==> src/rtl/fp_pkg.sv <==
// Shared fp32 field widths, special encodings and accumulator FSM states
// for the systolic PE accumulator.
package fp_pkg;
  localparam int FP_EXP_W = 8;
  localparam int FP_MAN_W = 23;
  localparam int FP_BIAS  = 127;

  localparam logic [31:0]         FP_POS_ZERO = 32'h0000_0000;
  localparam logic [31:0]         FP_QNAN     = 32'h7FC0_0000;
  localparam logic [FP_EXP_W-1:0] FP_EXP_MAX  = 8'hFF;

  typedef struct packed {
    logic                sign;
    logic [FP_EXP_W-1:0] exp;
    logic [FP_MAN_W-1:0] man;
  } fp32_t;

  typedef enum logic [2:0] {IDLE, ALIGN, ADD, NORM, DONE} accum_state_e;

  // Subnormals flush to zero, so exp==0 contributes no mantissa at all.
  function automatic logic [FP_MAN_W:0] fp_mant24(input fp32_t v);
    return (v.exp == '0) ? '0 : {1'b1, v.man};
  endfunction
endpackage

==> src/rtl/fp_accum_if.sv <==
// Operand-in / result-out bus of the fp32 accumulator.
// A beat transfers on a clock edge where valid && ready; the sender holds
// data/last stable while valid is high and ready is low, and valid never
// waits on ready.
interface fp_accum_if #(parameter int CNT_W = 16);
  logic             in_valid;
  logic             in_ready;
  logic [31:0]      in_data;
  logic             in_last;
  logic             out_valid;
  logic             out_ready;
  logic [31:0]      out_data;
  logic [CNT_W-1:0] out_count;

  modport master (
    output in_valid, in_data, in_last, out_ready,
    input  in_ready, out_valid, out_data, out_count
  );

  modport slave (
    input  in_valid, in_data, in_last, out_ready,
    output in_ready, out_valid, out_data, out_count
  );
endinterface

==> src/rtl/fp_lzc24.sv <==
// Combinational leading-zero counter over a 24-bit mantissa; returns 24 when
// the input is all zero.
module fp_lzc24 (
  input  logic [23:0] val_i,
  output logic [4:0]  lzc_o
);
  always_comb begin
    lzc_o = 5'd24;
    for (int i = 0; i < 24; i++) begin
      if (val_i[i]) lzc_o = 5'(23 - i);
    end
  end
endmodule

==> src/rtl/fp_accum.sv <==
// Multi-cycle fp32 run accumulator: IDLE -> ALIGN -> ADD -> NORM per operand,
// DONE holds the finished dot product until the consumer takes it.
module fp_accum
  import fp_pkg::*;
#(
  parameter int CNT_W = 16
) (
  input  logic         clk,
  input  logic         rst,
  fp_accum_if.slave    bus,
  output accum_state_e state_o
);
  accum_state_e     state_q;
  fp32_t            acc_q, opnd_q;
  logic             last_q, in_ready_q, out_valid_q;
  logic [31:0]      out_data_q, special_val_q;
  logic [CNT_W-1:0] count_q, out_count_q;
  logic             big_sign_q, sub_q, special_q;
  logic [7:0]       big_exp_q;
  logic [23:0]      big_man_q, small_man_q;
  logic [24:0]      sum_q;

  // ALIGN: order operands by magnitude and resolve special values.
  fp32_t       big_d, small_d;
  logic [7:0]  exp_diff_d;
  logic [23:0] small_shift_d;
  logic        a_nan, b_nan, a_inf, b_inf, special_d;
  logic [31:0] special_val_d;

  always_comb begin
    if ({opnd_q.exp, opnd_q.man} > {acc_q.exp, acc_q.man}) begin
      big_d   = opnd_q;
      small_d = acc_q;
    end else begin
      big_d   = acc_q;
      small_d = opnd_q;
    end
    exp_diff_d    = big_d.exp - small_d.exp;
    small_shift_d = (exp_diff_d >= 8'd25) ? 24'h0 : (fp_mant24(small_d) >> exp_diff_d);

    a_nan = (acc_q.exp == FP_EXP_MAX) && (acc_q.man != '0);
    b_nan = (opnd_q.exp == FP_EXP_MAX) && (opnd_q.man != '0);
    a_inf = (acc_q.exp == FP_EXP_MAX) && (acc_q.man == '0);
    b_inf = (opnd_q.exp == FP_EXP_MAX) && (opnd_q.man == '0);
    special_d = a_nan | b_nan | a_inf | b_inf;
    if (a_nan || b_nan)                                 special_val_d = FP_QNAN;
    else if (a_inf && b_inf && (acc_q.sign != opnd_q.sign)) special_val_d = FP_QNAN;
    else if (a_inf)                                     special_val_d = acc_q;
    else                                                special_val_d = opnd_q;
  end

  // NORM: renormalise the 25-bit sum, truncating and saturating.
  logic [4:0]        lzc;
  logic signed [9:0] norm_exp;
  logic [23:0]       norm_man;
  fp32_t             norm_res;

  fp_lzc24 u_lzc (.val_i(sum_q[23:0]), .lzc_o(lzc));

  always_comb begin
    norm_exp = '0;
    norm_man = sum_q[23:0];
    if (sum_q[24]) begin
      norm_exp = $signed({2'b00, big_exp_q}) + 10'sd1;
      norm_man = sum_q[24:1];
    end else if (sum_q != '0) begin
      norm_exp = $signed({2'b00, big_exp_q}) - $signed({5'b00000, lzc});
      norm_man = sum_q[23:0] << lzc;
    end
    if (special_q)                              norm_res = special_val_q;
    else if ((sum_q == '0) || (norm_exp <= 0))  norm_res = FP_POS_ZERO;
    else if (norm_exp >= 10'sd255)              norm_res = {big_sign_q, FP_EXP_MAX, 23'h0};
    else                                        norm_res = {big_sign_q, norm_exp[7:0], norm_man[22:0]};
  end

  logic [CNT_W-1:0] count_inc;
  assign count_inc = (&count_q) ? count_q : count_q + 1'b1;

  always_ff @(posedge clk or posedge rst) begin
    if (rst) begin
      state_q       <= IDLE;
      acc_q         <= FP_POS_ZERO;
      opnd_q        <= FP_POS_ZERO;
      last_q        <= 1'b0;
      in_ready_q    <= 1'b1;
      out_valid_q   <= 1'b0;
      out_data_q    <= '0;
      out_count_q   <= '0;
      count_q       <= '0;
      big_sign_q    <= 1'b0;
      big_exp_q     <= '0;
      big_man_q     <= '0;
      small_man_q   <= '0;
      sub_q         <= 1'b0;
      special_q     <= 1'b0;
      special_val_q <= '0;
      sum_q         <= '0;
    end else begin
      unique case (state_q)
        IDLE: if (bus.in_valid && in_ready_q) begin
          opnd_q     <= bus.in_data;
          last_q     <= bus.in_last;
          in_ready_q <= 1'b0;
          state_q    <= ALIGN;
        end
        ALIGN: begin
          big_sign_q    <= big_d.sign;
          big_exp_q     <= big_d.exp;
          big_man_q     <= fp_mant24(big_d);
          small_man_q   <= small_shift_d;
          sub_q         <= big_d.sign ^ small_d.sign;
          special_q     <= special_d;
          special_val_q <= special_val_d;
          state_q       <= special_d ? NORM : ADD;
        end
        ADD: begin
          sum_q   <= sub_q ? ({1'b0, big_man_q} - {1'b0, small_man_q})
                           : ({1'b0, big_man_q} + {1'b0, small_man_q});
          state_q <= NORM;
        end
        NORM: begin
          acc_q   <= norm_res;
          count_q <= count_inc;
          if (last_q) begin
            out_data_q  <= norm_res;
            out_count_q <= count_inc;
            out_valid_q <= 1'b1;
            state_q     <= DONE;
          end else begin
            in_ready_q <= 1'b1;
            state_q    <= IDLE;
          end
        end
        DONE: if (bus.out_ready) begin
          out_valid_q <= 1'b0;
          acc_q       <= FP_POS_ZERO;
          count_q     <= '0;
          in_ready_q  <= 1'b1;
          state_q     <= IDLE;
        end
        default: state_q <= IDLE;
      endcase
    end
  end

  assign bus.in_ready  = in_ready_q;
  assign bus.out_valid = out_valid_q;
  assign bus.out_data  = out_data_q;
  assign bus.out_count = out_count_q;
  assign state_o       = state_q;
endmodule

==> src/flat_wrapper.sv <==
// flat-port wrapper written by rule: the top's interface ports become plain ports
module fp_accum_flat import fp_pkg::*;
#(
  parameter int CNT_W = 16
)
  (clk, rst, state_o, bus_in_valid, bus_in_data, bus_in_last, bus_out_ready, bus_in_ready, bus_out_valid, bus_out_data, bus_out_count);
  fp_accum_if #(.CNT_W(CNT_W)) bus_i ();
  input  logic clk;
  input  logic rst;
  output accum_state_e state_o;
  input wire logic [$bits(bus_i.in_valid)-1:0] bus_in_valid;
  input wire logic [$bits(bus_i.in_data)-1:0] bus_in_data;
  input wire logic [$bits(bus_i.in_last)-1:0] bus_in_last;
  input wire logic [$bits(bus_i.out_ready)-1:0] bus_out_ready;
  output wire logic [$bits(bus_i.in_ready)-1:0] bus_in_ready;
  output wire logic [$bits(bus_i.out_valid)-1:0] bus_out_valid;
  output wire logic [$bits(bus_i.out_data)-1:0] bus_out_data;
  output wire logic [$bits(bus_i.out_count)-1:0] bus_out_count;
  assign bus_i.in_valid = bus_in_valid;
  assign bus_i.in_data = bus_in_data;
  assign bus_i.in_last = bus_in_last;
  assign bus_i.out_ready = bus_out_ready;
  assign bus_in_ready = bus_i.in_ready;
  assign bus_out_valid = bus_i.out_valid;
  assign bus_out_data = bus_i.out_data;
  assign bus_out_count = bus_i.out_count;
  fp_accum #(.CNT_W(CNT_W)) u_core (.clk(clk), .rst(rst), .bus(bus_i), .state_o(state_o));
endmodule
==> config.mk <==
export PLATFORM = sky130hd
export DESIGN_NAME = fp_accum_flat
export DESIGN_NICKNAME = d
export VERILOG_FILES = /design/src/rtl/fp_pkg.sv /design/src/rtl/fp_accum_if.sv /design/src/rtl/fp_lzc24.sv /design/src/rtl/fp_accum.sv /design/src/flat_wrapper.sv
export SDC_FILE = /design/constraint.sdc
export NUM_CORES = 1
export LEC_CHECK = 0
export CORE_MARGIN = 2
export CORE_UTILIZATION = 59
export DETAILED_ROUTE_END_ITERATION = 10
export GPL_ROUTABILITY_DRIVEN = 0
export PLACE_DENSITY_LB_ADDON = 0.2
export SKIP_CTS_REPAIR_TIMING = 1
export SLEW_MARGIN = 20
export SYNTH_ARGS = -nofsm -noshare
export SYNTH_HDL_FRONTEND = slang
export SYNTH_SLANG_ARGS = --single-unit
==> constraint.sdc <==
create_clock -name clk -period 12.8 [get_ports clk]
set_input_delay 1.92 -clock clk [delete_from_list [all_inputs] [get_ports clk]]
set_output_delay 1.92 -clock clk [all_outputs]
set_load 0.01 [all_outputs]
==> results of run 1 <==
## path summary, 6_finish.rpt
kind | from | end | slack [ns] | cells past startpoint
worst max-delay path | u_core.sum_q[1]$_DFFE_PP0P_ | u_core.bus.out_data[3]$_DFFE_PP0P_ | 6.78 | 21
worst min-delay path | u_core.bus.out_count[4]$_DFFE_PP0P_ | u_core.bus.out_count[4]$_DFFE_PP0P_ | 0.47 | 2
worst max register to register | u_core.sum_q[1]$_DFFE_PP0P_ | u_core.bus.out_data[3]$_DFFE_PP0P_ | 6.78 | 21
worst min register to register | u_core.bus.out_count[4]$_DFFE_PP0P_ | u_core.bus.out_count[4]$_DFFE_PP0P_ | 0.47 | 2
max in group asynchronous | rst | u_core.special_val_q[9]$_DFFE_PP0P_ | 9.43 | 3
min in group asynchronous | rst | u_core.opnd_q[26]$_DFFE_PP0P_ | 1.87 | 2
## power groups by stage
| stage | logic, uW | registers, uW | clock network [uW] |
|---|---|---|---|
| 2_1_floorplan | 11.6 | 805 | 0 |
| 3_3_place_gp | 27.5 | 805 | 0 |
| 3_5_place_dp | 27.8 | 805 | 0 |
| 4_1_cts | 28.0 | 790 | 823 |
| 5_1_grt | 30.8 | 790 | 850 |
| 6_report | 26.9 | 790 | 816 |
## worst max-delay path: stages (launching register included)
cell	delay, ns
dfrtp_1	0.51
nor2_1	0.09
o31ai_1	0.20
a211oi_1	0.12
o31ai_1	0.21
a211oi_1	0.13
o31a_2	0.40
nor2_2	0.67
inv_2	0.42
fa_1	0.54
a21o_1	0.19
a21oi_1	0.21
nor2b_1	0.10
nor3_1	0.19
xnor2_1	0.15
o22ai_1	0.12
a221o_1	0.33
o41ai_2	0.48
inv_1	0.23
nand2_1	0.20
o21ai_0	0.14
mux2_2	0.27
## stage by stage
step | worst slack, ns | std cells | instance area [um2] | hold slack (ns)
6_report | 6.78 | 2329 | 18800 | 0.475
5_1_grt | 6.28 | 2329 | 18800 | 0.507
4_1_cts | 6.72 | 2329 | 18800 | 0.483
3_5_place_dp | 6.75 | 2281 | 17900 | 0.469
3_3_place_gp | 7.01 | 2281 | 17900 | 0.462
2_1_floorplan | 4.01 | 1918 | 16900 | 0.447
## layout by cell type, fill, tap and decap left out, drive strengths merged, types with 9 or more instances in the layout
cell             n
a211o           10
a211oi          15
a21o            21
a21oi          129
a22o            38
a22oi           25
a31oi           20
and2            13
and3            28
buf             21
clkbuf          37
clkdlybuf4s50   89
dfrtp          249
ha              65
inv             72
mux2            44
mux2i           93
mux4            17
nand2          227
nand2b          21
nand3           36
nand4           23
nor2           152
nor2b           11
nor3            31
nor3b           10
nor4            26
o211ai          12
o21a            13
o21ai          201
o22ai           10
o31ai           22
or3              9
xnor2           48
xor2            24
## state kept, by name, indices dropped and copies added (netlist names)
signal,flops
u_core.last_q,1
u_core.big_sign_q,1
u_core.small_man_q,24
u_core.acc_q,32
u_core.bus.out_valid,1
u_core.sub_q,1
u_core.bus.out_data,32
u_core.state_o,3
u_core.special_q,1
u_core.big_exp_q,8
u_core.special_val_q,32
u_core.big_man_q,24
u_core.count_q,16
u_core.bus.out_count,16
u_core.opnd_q,32
u_core.sum_q,25
u_core.bus.in_ready,1
## kinds of logic after synthesis
group                    after synthesis  share of synthesized area [%]
buffers and inverters                195                           4.62
AO/OA/AOI/OAI                        573                           21.6
flip-flops                           250                           37.1
XOR/XNOR                              72                           3.94
AND/OR/NAND/NOR                      607                           17.0
adder cells (fa/ha/maj)               67                           5.06
multiplexers                         154                           10.7
## layout make-up
class | instances | share of cell area (%)
Timing Repair Buffer | 110 | 5.56
Multi-Input combinational cell | 1473 | 52.4
Clock inverter | 11 | 0.790
Clock buffer | 37 | 4.05
Tap cell | 378 | 2.51
Inverter | 70 | 1.43
Sequential cell | 250 | 33.2
## routing by layer
metal  routed length (um)  vias up  GRT usage [%]
met5                    0        -              0
met4                 2070        0           11.7
met3                 5670      161           5.94
met2                22500      944           51.8
met1                20800     7482           47.2
li1                     -     6978              -
==> summary.md, run 1 <==
* run status: complete, no violations
* ys flop type: dfrtp_1
* most common cell in the synthesized netlist: dfrtp_1
* Rel. slew slack: 19.7%
* portion of total power attributed to sequential cells: 48.4%
* I/O pin count: 90
* drt wl/cell: 21.9 um
* total via count after detailed routing: 15600
* max-slew violation count: 0
* die footprint: 0.0300 mm2
* area of combinational cells with multiple inputs: 0.00988 mm2
* all-layer global routing usage: 33.4%
* LEAKAGE: 0.00874 uW
* Required @ worst endpoint: 13.25 ns
* setup skew after layout: 0.0144 ns
* max frequency: 166 MHz
* worst vdd ir: 0.102 mV
* total wire length: 51.0 mm
* actual transition at the worst max-transition pin: 1.19 ns
* total congestion overflow: 0
* final HPWL from detailed placement: 37.0 mm
* hold violation total from the final report: 0
* biggest area contributors in the synthesized netlist: dfrtp_1 (37%), o21ai_0 (5.5%), mux2i_1 (5.5%), nand2_1 (5.0%), ha_1 (4.8%)
* number of nets in the layout: 2036
* clock sink count: 250
* first-pass GRT wire length: 80.0 mm
* synthesized instance count: 1918
* Critical Path Fanout Max: 18
* buffer levels on the longest clock path: 3
* root buffer cell: clkbuf_16
* total power of the final layout: 1630 uW
* number of nets with antenna violations after routing: 0
* clock edge transition at the registers on the reported setup and hold paths: 0.07 ns
* critical path class: reg2reg
* area of the mapped netlist: 0.0169 mm2
* largest net degree at the start of global routing: 115
* # fillers: 2264
* number of enable-type register cells in the synthesized netlist: 0
* unrepaired setup endpoints after global routing: no
* Startpoint Class: flip-flop
* chip width: 173 um
* relative area change from synthesis to final layout: 11.6%
* part of the Yosys area used for sequential elements: 37.1%
* vertical die dimension: 173 um
* library cell with the largest summed area after synthesis: dfrtp_1
* internal power component: 1280 uW
* H-tree levels: 1
* count of standard-cell rows: 61
* clock share of power: 50.0%
* number of vias per cell after detailed routing: 6.68
* top cell type's share of synthesized area: 36.9%
* TritonCTS clock tree: built
* initial antenna violation count: 0
* most common library cells after synthesis: dfrtp_1 (249), nand2_1 (226), o21ai_0 (185), nor2_1 (149), a21oi_1 (128)
* FFs w/ async S/R, synth: 100%
* sequential cell area in the final layout: 0.00626 mm2
* CTS Buf Count: 27
* number of global-route vias before repair: 14400
* post-synthesis net count: 2022
* net switching share of the total power: 21.7%
* core area: 0.0280 mm2
* total DRC errors in the routed layout: 0
* logic gate share of total power: 1.6%
* number of violations of the max-capacitance limit: 0
* path category of the worst min-delay check: reg2reg
* share of cells above drive strength 1: 8.41%
* fraction of the cycle the final worst path needs: 47.0%
* areal power density over the cells: 86.6 mW/mm2
* number of different library cells in the post-synthesis netlist: 91
* setup tns final: 0 ns
* number of input and output port buffers inserted: 89
* net switching power: 354 uW
* Iter 0 DRT Violations: 1750
* antenna diode instance count: 0
* post-synthesis average cell area: 8.80 um2
* Layout Utilization: 67.3%
* drt pass-1 iters: 7
* Seq cells post-synth: 250
* clock insertion delay at the later pin of the skew report: 0.56 ns
* initial core utilization: 60.3%
* crit path time final: 6.02 ns
* setup violation total in the final timing report: 0
* data arrival at the endpoint of the critical path: 6.47 ns
* Yosys warning total: 0
* kind of end point of the critical path: flip-flop
Power figures use the tool's default switching activity.
==> inputs of run 2 (changes only) <==
==> constraint.sdc (replaced) <==
create_clock -name clk -period 5.9 [get_ports clk]
set_input_delay 0.885 -clock clk [delete_from_list [all_inputs] [get_ports clk]]
set_output_delay 0.885 -clock clk [all_outputs]
set_load 0.01 [all_outputs]
==> run 2 against run 1 <==
  * Die area is the same
  * Maximum frequency is 13% higher
  * Sequential power increased by 120%
  * Clock-buffer cell count is 1 lower
  * Register-to-register slack lost 6.2 ns
  * First-iteration DRC count is 2.4% higher
  * Final area increased by 1.2%
  * Global-route usage shrank 0.11 points
  * Highest routed layer unchanged
  * Critical path depth unchanged
  * Setup slack got worse by 6.2 ns
==> summary.md, run 2 (synthesis gave the netlist of run 1 again) <==
* final cell count without fillers: 2340
* clock sink count: 250
* core area: 0.0280 mm2
* fraction of the cycle the final worst path needs: 90.4%
* FF-to-FF setup slack: 0.57 ns
* Critical Path Fanout Max: 18
* initial antenna violation count: 0
* run status: complete, no violations
* root buffer cell: clkbuf_16
* LEAKAGE: 0.00884 uW
* standard cell with the maximum stage delay on the critical path: o41ai_2
* Required @ worst endpoint: 6.34 ns
* critical path's most frequent cell: o21ai_0
* drt pass-1 iters: 5
* initial core utilization: 60.3%
* path category of the worst min-delay check: reg2reg
* die footprint: 0.0300 mm2
* count of standard-cell rows: 61
* total via count after detailed routing: 15300
* total congestion overflow: 0
* I/O pin count: 90
* antenna diode instance count: 0
* first-pass GRT wire length: 80.0 mm
* delay contributed by the slowest stage of the critical path: 0.56 ns
* Layout Utilization: 68.1%
* actual transition at the worst max-transition pin: 1.14 ns
* number of violations of the max-capacitance limit: 0
* max frequency: 188 MHz
* clock insertion delay at the later pin of the skew report: 0.56 ns
* crit path time final: 5.33 ns
* most frequent standard cell in the layout excluding fill and tap cells: dfrtp_1
* drt wl/cell: 21.6 um
* setup skew after layout: 0.0144 ns
* all-layer global routing usage: 33.3%
* post-route cell area: 0.0191 mm2
* worst vdd ir: 0.250 mV
* worst hold path depth: 2
* number of nets in the layout: 2045
* number of nets with antenna violations after routing: 0
* number of input and output port buffers inserted: 89
* buffer levels on the longest clock path: 3
* Iter 0 DRT Violations: 1792
* hold violation total from the final report: 0
* cell area after placement: 0.0180 mm2
* worst hold path endpoint: u_core.bus.out_count[4]$_DFFE_PP0P_
* largest net degree at the start of global routing: 140
* number of global-route vias before repair: 14300
* final HPWL from detailed placement: 37.2 mm
* total DRC errors in the routed layout: 0
* chip width: 173 um
* max-slew violation count: 0
* setup tns final: 0 ns
* TritonCTS clock tree: built
* placed insts: 2288
* total wire length: 50.6 mm
* areal power density over the cells: 199 mW/mm2
* clock edge transition at the registers on the reported setup and hold paths: 0.06 ns
* commonest cells after routing, fill and taps aside: dfrtp_1 (249), nand2_1 (224), o21ai_0 (185)
* H-tree levels: 1
* Rel. slew slack: 24.1%
* hold_sp: u_core.bus.out_count[4]$_DFFE_PP0P_
* CTS Buf Count: 29
* vertical die dimension: 173 um
* worst r2r dst: u_core.bus.out_data[3]$_DFFE_PP0P_
* number of vias per cell after detailed routing: 6.54
* setup violation total in the final timing report: 0
* share of cells above drive strength 1: 9.02%
* Crit Reg-Reg Startpoint: u_core.sum_q[5]$_DFFE_PP0P_
* length in cells of the worst reg-to-reg path: 21
* relative area change from synthesis to final layout: 13.0%
* Startpoint Class: flip-flop
* kind of end point of the critical path: flip-flop
* data arrival at the endpoint of the critical path: 5.77 ns
* worst-path cell chain: nor2_1, o31ai_1, a211oi_1, o31ai_1, a211oi_1, o31a_2, nor2_2, inv_2, ha_1, nor2b_1, o21ai_0, a21boi_0, o21ai_0, nor2b_1, xnor2_1, o22ai_1, o41ai_2, inv_1, nand2_1, o21ai_0, mux2_2
* critical path class: reg2reg
* unrepaired setup endpoints after global routing: no
[run 2: changes by cell type in the layout (fill, tap and decap cells not counted), moves of 2 or more]
cell        previous run  this run
buf_4                 21        27
bufinv_16              3         7
clkbuf_1               5         2
clkbuf_16             27        29
clkinv_2               6         3
clkinvlp_4             0         3
inv_6                  1         3
[run 2: power breakdown]
part	internal [uW]	total (uW)	switching, uW	leakage [uW]
Clock	1270	2010	745	0.000524
Sequential	1710	1710	0	0.00327
Combinational	23.2	59.5	36.3	0.00505
[run 2: per-layer routing]
layer	share of wire, %	global-route usage [%]	vias to the layer above
li1	-	-	7009
met1	42	46.9	7252
met2	43	50.5	875
met3	10	6.84	163
met4	4.6	12.9	0
met5	0	0	-
[run 2: worst max path at each step]
stage / depth (start not counted) / to / slack, ns / startpoint
finish: 21 / u_core.bus.out_data[3]$_DFFE_PP0P_ / 0.57 / u_core.sum_q[5]$_DFFE_PP0P_
global route: 21 / u_core.bus.out_data[3]$_DFFE_PP0P_ / 0.22 / u_core.sum_q[5]$_DFFE_PP0P_
CTS: 21 / u_core.bus.out_data[3]$_DFFE_PP0P_ / 0.67 / u_core.sum_q[5]$_DFFE_PP0P_
detailed placement: 21 / u_core.bus.out_data[3]$_DFFE_PP0P_ / 0.72 / u_core.sum_q[5]$_DFFE_PP0P_
global placement: 21 / u_core.bus.out_data[3]$_DFFE_PP0P_ / 0.97 / u_core.sum_q[1]$_DFFE_PP0P_
floorplan: 24 / u_core.bus.out_data[1]$_DFFE_PP0P_ / 0.69 / u_core.sum_q[3]$_DFFE_PP0P_
[run 2: final cells by class]
type,instances,area (um2)
fillers,2191,8940
repair buffers,117,1110
well taps,378,473
flip-flops and latches,250,6260
inverters,70,267
clock inverters,16,275
clock buffers,36,802
multi-input cells,1473,9880
[run 2: critical path, delay by kind of cell, from the launching register on]
kind / cells / cell delay [ns]
XOR/XNOR: 1 / 0.14
multiplexers: 1 / 0.28
buffers and inverters: 2 / 0.56
AO/OA/AOI/OAI: 11 / 2.55
flip-flops: 1 / 0.48
AND/OR/NAND/NOR: 5 / 0.85
adder cells (fa/ha/maj): 1 / 0.32
[run 2: metrics by stage]
step	hold WS, ns	setup WS [ns]	total power, uW
after floorplan	0.447	0.690	1770
after global placement	0.460	0.971	1810
after detailed placement	0.469	0.721	1810
after CTS	0.482	0.673	3800
after global routing	0.506	0.223	3890
final	0.475	0.568	3790
